`config.mk`:
```
export PLATFORM = sky130hd
export DESIGN_NAME = arb_rr_pkt_mux
export DESIGN_NICKNAME = d
export VERILOG_FILES = /design/src/rtl/arb_rr_pkt_mux.sv
export SDC_FILE = /design/constraint.sdc
export NUM_CORES = 1
export LEC_CHECK = 0
export BUFFER_PORTS_ARGS = -buffer_cell sky130_fd_sc_hd__buf_2
export CAP_MARGIN = 5
export CELL_PAD_IN_SITES_DETAIL_PLACEMENT = 0
export CELL_PAD_IN_SITES_GLOBAL_PLACEMENT = 1
export CORE_UTILIZATION = 36
export DETAILED_ROUTE_END_ITERATION = 10
export HOLD_SLACK_MARGIN = 0.1
export PLACE_DENSITY_LB_ADDON = 0.25
export SLEW_MARGIN = 15
export SYNTH_ARGS = -nofsm -noshare
export SYNTH_HDL_FRONTEND = slang
export SYNTH_SLANG_ARGS = --single-unit
```
`constraint.sdc`:
```
create_clock -name clk -period 4.6 [get_ports clk]
set_input_delay 0.69 -clock clk [delete_from_list [all_inputs] [get_ports clk]]
set_output_delay 0.69 -clock clk [all_outputs]
set_load 0.02 [all_outputs]
```
`src/rtl/arb_rr_pkt_mux.sv`:
```
// Packet-aware round-robin merge of WID valid/ready streams into one registered output stage.
// A source keeps the grant from its first beat through its in_lst beat.
module arb_rr_pkt_mux #(
  parameter int WID     = 4,
  parameter int DAT_WID = 32,
  localparam int SRC_WID = $clog2(WID)
) (
  input  logic                   clk,
  input  logic                   rst_n,
  input  logic [WID-1:0]         in_vld,
  input  logic [WID-1:0]         in_lst,
  input  logic [WID*DAT_WID-1:0] in_dat,
  output logic [WID-1:0]         in_rdy,
  output logic                   out_vld,
  output logic                   out_lst,
  output logic [DAT_WID-1:0]     out_dat,
  output logic [SRC_WID-1:0]     out_src,
  input  logic                   out_rdy,
  output logic                   busy
);

  // Handshake: a beat moves on a channel in a cycle where valid && ready are both
  // high at the rising edge; valid/data/last must stay stable until that happens.

  localparam logic [0:0] ST_IDLE = 1'b0;
  localparam logic [0:0] ST_LOCK = 1'b1;

  logic [0:0]         state_q, state_d;
  logic [SRC_WID-1:0] owner_q, owner_d;
  logic [WID-1:0]     mask_q, mask_d;
  logic               out_vld_q, out_vld_d;
  logic               out_lst_q, out_lst_d;
  logic [DAT_WID-1:0] out_dat_q, out_dat_d;
  logic [SRC_WID-1:0] out_src_q, out_src_d;

  logic               ld;
  logic               xfer;
  logic [WID-1:0]     mreq;
  logic [SRC_WID-1:0] sel_all, sel_msk, sel, gnt;

  always_comb begin
    mreq    = in_vld & mask_q;
    sel_all = '0;
    sel_msk = '0;
    // Downward scan leaves the lowest set bit as the winner.
    for (int i = WID - 1; i >= 0; i--) begin
      if (in_vld[i]) sel_all = SRC_WID'(i);
      if (mreq[i])   sel_msk = SRC_WID'(i);
    end
    sel = (|mreq) ? sel_msk : sel_all;
  end

  always_comb begin
    ld     = !out_vld_q || out_rdy;
    gnt    = (state_q == ST_LOCK) ? owner_q : sel;
    in_rdy = '0;
    if ((state_q == ST_LOCK) || (|in_vld)) in_rdy[gnt] = ld;
    xfer   = ld && in_vld[gnt];
  end

  always_comb begin
    state_d   = state_q;
    owner_d   = owner_q;
    mask_d    = mask_q;
    out_vld_d = out_vld_q;
    out_lst_d = out_lst_q;
    out_dat_d = out_dat_q;
    out_src_d = out_src_q;
    if (xfer) begin
      out_vld_d = 1'b1;
      out_lst_d = in_lst[gnt];
      out_dat_d = in_dat[int'(gnt)*DAT_WID +: DAT_WID];
      out_src_d = gnt;
      if (in_lst[gnt]) begin
        state_d = ST_IDLE;
        // Only sources above the finishing one stay eligible; all-zero falls back to lsb-first.
        for (int i = 0; i < WID; i++) mask_d[i] = (i > int'(gnt));
      end else begin
        state_d = ST_LOCK;
        owner_d = gnt;
      end
    end else if (ld) begin
      out_vld_d = 1'b0;
    end
  end

  always_ff @(posedge clk or negedge rst_n) begin
    if (!rst_n) begin
      state_q   <= ST_IDLE;
      owner_q   <= '0;
      mask_q    <= '1;
      out_vld_q <= 1'b0;
      out_lst_q <= 1'b0;
      out_dat_q <= '0;
      out_src_q <= '0;
    end else begin
      state_q   <= state_d;
      owner_q   <= owner_d;
      mask_q    <= mask_d;
      out_vld_q <= out_vld_d;
      out_lst_q <= out_lst_d;
      out_dat_q <= out_dat_d;
      out_src_q <= out_src_d;
    end
  end

  assign out_vld = out_vld_q;
  assign out_lst = out_lst_q;
  assign out_dat = out_dat_q;
  assign out_src = out_src_q;
  assign busy    = (state_q == ST_LOCK);

endmodule

```
# After elaboration in Yosys (flattened, before gate mapping)
# Cells that the tools add are included.
word_totals:
  reg_bits: 43
  out_inout_bits: 41
  wordCells: 46
classes:
  bitwise_logic: 3
  shift: 1
  n_lt_le_gt_ge: 5
  mux: 20
  reduce_logical: 10
op_table:
  columns: ["op", "n"]
  rows:
  - ["$shiftx 128x8->32", 1]
  - ["$mux 2", 10]
  - ["$and 4x4->4", 2]
  - ["$reduce_or 4->1", 2]
  - ["$mux 1", 6]
  - ["$bmux 1 s2", 2]
  - ["$gt 2x2->1 const A", 2]
  - ["$mux 4", 1]
  - ["$reduce_and 2->1", 2]
  - ["$lt 2x3->1 const B", 1]
  - ["$demux 1 s2", 1]
  - ["$ge 2x1->1 const B", 1]
  - ["$gt 1x2->1 const A", 1]
  - ["$logic_and 1x1->1", 2]
  - ["$logic_or 1x1->1", 2]
  - ["$reduce_bool 2->1", 1]
  - ["$logic_not 1->1", 1]
  - ["$not 1->1", 1]

# Longest topological paths before layout
logic_depth:
  depth_word: 13
  depth_mapped: 8
  depth_no_buf: 6

# Worst setup path after synthesis
# Ideal clock, no wire load.
synth_timing:
  path_kind: "input-to-output"
  start: "input port in_vld[1]"
  end: "output port in_rdy[3]"
  arrival_ns: 2.253
  path_stages: 7
  slack_ns: 1.657
  cell_sequence: "or2_1 -> o21a_1 -> o21ai_4 -> buf_6 -> buf_6 -> nand2_1 -> nor3_1"
synth_between:
  elab_chain_len: 11
  elab_cells_between_ends: 17
  cone_classes: "order compare: 2; mux: 9; bitwise: 2; reduce/logical: 4"
synth_rtl:
  columns: ["element", "line_no", "source"]
  rows:
  - ["from (decl)", "10", "input logic [WID-1:0] in_vld,"]
  - ["$and 4x4->4", "42", "mreq = in_vld & mask_q;"]
  - ["$mux 2 (2 in a row)", "48", "if (mreq[i]) sel_msk = SRC_WID'(i);"]
  - ["$mux 2", "50", "sel = (|mreq) ? sel_msk : sel_all;"]
  - ["$mux 2", "55", "gnt = (state_q == ST_LOCK) ? owner_q : sel;"]
  - ["$lt 2x3->1 (not written as such) / $ge 2x1->1 (equally long branches)", "57", "if ((state_q == ST_LOCK) || (|in_vld)) in_rdy[gnt] = ld;"]
  - ["$logic_and 1x1->1 (not written as such)", "57", null]
  - ["$mux 1 (not written as such)", "57", null]
  - ["$demux 1 s2", "57", null]
  - ["$and 4x4->4 (no source line)", null, null]
  - ["$mux 4 *", "57", null]
  - ["to (decl)", "13", "output logic [WID-1:0] in_rdy,"]
# Mark *: on every way between the ends. The rest lies on a longest branch, timed or not.

# Final worst setup path
layout_timing:
  start: "register state_q (netlist: busy)"
  end: "register out_dat_q[17] (netlist: out_dat[17])"
layout_between:
  elab_chain_len: 4
  elab_cells_between_ends: 5
  cone_classes: "shift: 1; mux: 3; reduce/logical: 1"
layout_rtl:
  columns: ["element", "line_no", "source"]
  rows:
  - ["from (decl)", "28", "logic [0:0] state_q, state_d;"]
  - ["from (signal assigned)", "97", "state_q <= state_d;"]
  - ["$mux 2 *", "55", null]
  - ["branches (longest 3 deep; another with $shiftx 128x8->32)", null, null]
  - ["to (signal assigned)", "102", "out_dat_q <= out_dat_d;"]
  - ["to (decl)", "33", "logic [DAT_WID-1:0] out_dat_q, out_dat_d;"]
# Mark *: on every way between the ends. The select of a mux whose other input is x is not followed.
# A chain may end at the register's enable or synchronous reset.

==> reports/metrics.cfg <==
[worst_setup_path]
crit_slowest_cell = nor2b_1
cp_cell_sequence = nor2b_1 -> mux2i_1 -> a31oi_1 -> o211ai_4 -> nand2_4 -> mux2_2
required_ps = 4780
cp-start-kind = flop
cp.arrival_ps = 3170
startpoint = busy
rrSetupSlack_ps = 1610
cp-end-kind = flop
crit_end = out_dat[17]
crit_type = reg2reg
cp_max_fo = 36
path_buf_inv = 0
path_depth = 6
cp_top_family = simple AND/OR/NAND/NOR gates
reg2reg_to = out_dat[17]
rr_startpoint = busy
reg2reg_depth = 6
slowest_delay_ps = 680

[clock_network]
numCtsBuffers = 5
cts_tree = built
cts_buffer_depth = 2
postCtsSetupBuffers = 0
post_cts_resized = 0
clk_root_buffer_cell = clkbuf_8
insertion_delay_ps = 300
clock_sinks = 43
postCtsHoldBufs = 0
cts.clk_slew.worst_paths_ps = 70
ctsHtreeMaxLevel = 2

[yosys]
synth-seq-area-share_pct = 34.1
syn_area_per_cell_um2 = 12.4
async_flop_share_pct = 100
synth_nets = 395
syn_inst = 256
synth_ff_type = dfrtp_1
synth_edf_count = 0
synth.ff_latch_count = 43
ys_warn_count = 0
synth_cell_types = 43
netlist_area_mm2 = 0.00317

[pwr]
clockPowerShare_pct = 7.4
seqPwrFrac_pct = 22.4
p_comb_share_pct = 70.2
power_density_mw_per_mm2 = 749
swShare_pct = 43.2
p_switching_mw = 1.36
irDropWorstVdd_mv = 0.336
p_leak_nw = 2.16
p_total_mw = 3.15
power.internal_mw = 1.79

[route]
wl_per_cell_um = 14.4
drc = 0
dr_total_vias = 2681
viasPerCell = 4.99
postRouteAntennaNets = 0
drtIter0Drc = 144
routed_wl_um = 7760
first_pass_iters = 4

[outcome]
status = complete, no violations

[die]
rows = 33
boundaryPins = 180
die_area_mm2 = 0.00919
start_util_pct = 37.8
die_y_um = 95.9
core_mm2 = 0.00838
die_x_um = 95.9

[sta]
period_share_pct = 64.9
finalHoldViolCount = 0
rsz0062_at_grt = false
tns_ps = 0
worst_slack_ps = 1610
fin_skew_ps = 6.75
worst_pin_slew_ps = 947
maxSlewHeadroom_pct = 36.9
maxSlewViolCount = 0
setup_viol = 0
fmax_mhz = 335
period_needed_ps = 2990

[placed_design]
detailedPlace.worstSlack_ps = 1640
dp_hpwl_um = 5880
portBuffers = 179
placed_cells = 529
gp_congestion = 0.826

[global_route]
grt_use_total_pct = 16.2
grt_start_max_net_pins = 44
grt_antenna_before_repair = 0
grt_overflow_total = 0
grt_pass1_vias = 2368
grt_first_pass_wirelength_um = 11300

[finish]
syn2layout_area_growth_pct = 32.5
diodes = 0
layout_commonest_cell = buf_2
final_cells = 537
final_util_pct = 50.2
drive_gt1_share_pct = 55.3
layout.nets = 570
final_cell_mix = buf_2 (179), mux2i_1 (97), dfrtp_1 (39)

[worst_hold_path]
hold_class = reg2reg
hold_depth = 1

[job]
cap_violations = 0

## state kept, by name, indices dropped and copies added, names as in the netlist
| name | count |
|---|---|
| busy | 1 |
| mask_q | 4 |
| out_dat | 32 |
| out_lst | 1 |
| out_src | 2 |
| out_vld | 1 |
| owner_q | 2 |
## stage by stage
stage                     hold WS, ps  cell area, um2
after detailed placement          483            4120
after CTS                         497            4200
after global placement            475            4120
after global routing              509            4200
after floorplan                   394            3170
final                             497            4200
## how the worst min path moves through the flow
stage	start	endpoint	slack, ps
after floorplan	rst_n	busy	390
after global placement	owner_q[0]	owner_q[0]	470
after detailed placement	out_src[1]	out_src[1]	480
after CTS	mask_q[0]	mask_q[0]	500
after global routing	mask_q[0]	mask_q[0]	510
final	mask_q[0]	mask_q[0]	500
## synthesized netlist by cell type (2+ instances only)
master,instances,area share (%)
buf_4,6,1.4
a31oi_2,2,0.79
mux2i_1,97,31
buf_6,6,2.1
mux2_2,6,2.1
nand3_1,3,0.47
inv_1,4,0.47
dfrtp_1,39,31
nand4_1,2,0.39
o211ai_1,4,0.95
nor2b_1,2,0.39
o211a_1,2,0.63
nand2_1,9,1.1
and3_1,2,0.39
and2_1,2,0.39
o21a_1,2,0.47
buf_2,3,0.47
a21oi_1,3,0.47
o211ai_4,2,1.3
dfstp_2,4,3.3
nor2_1,3,0.36
mux2_4,29,14
nor3_1,4,0.63
## power groups by stage
stage / combinational [mW] / sequential (mW) / clock [mW]
3_3_place_gp: 2.21 / 0.707 / 0
4_1_cts: 2.25 / 0.706 / 0.242
6_report: 2.21 / 0.705 / 0.233
5_1_grt: 2.37 / 0.729 / 0.259
2_1_floorplan: 1.59 / 0.903 / 0
3_5_place_dp: 2.24 / 0.702 / 0
## kinds of logic after synthesis
kind of cell | share of synthesized area, %
AO/OA/AOI/OAI | 9.23
AND/OR/NAND/NOR | 5.36
flip-flops | 34.1
multiplexers | 46.8
buffers and inverters | 4.50
## layout make-up
cell class / instances / area [um2]
fillers: 806 / 4180
clock buffers: 7 / 76.3
well taps: 105 / 131
flip-flops and latches: 43 / 1080
multi-input cells: 194 / 1960
inverters: 4 / 15.0
repair buffers: 183 / 938
clock inverters: 1 / 5.00
## routing by layer
layer  vias up  track usage (%)  share of wire (%)  wire, um
met2       119             26.9                 49      3800
met5         -                0                  0         0
li1       1308                -                  -         -
met1      1244             19.7                 41      3150
met3        10             5.21                9.2       714
met4         0             5.47                1.2        95
No activity file was read; power rests on OpenSTA's default activity.
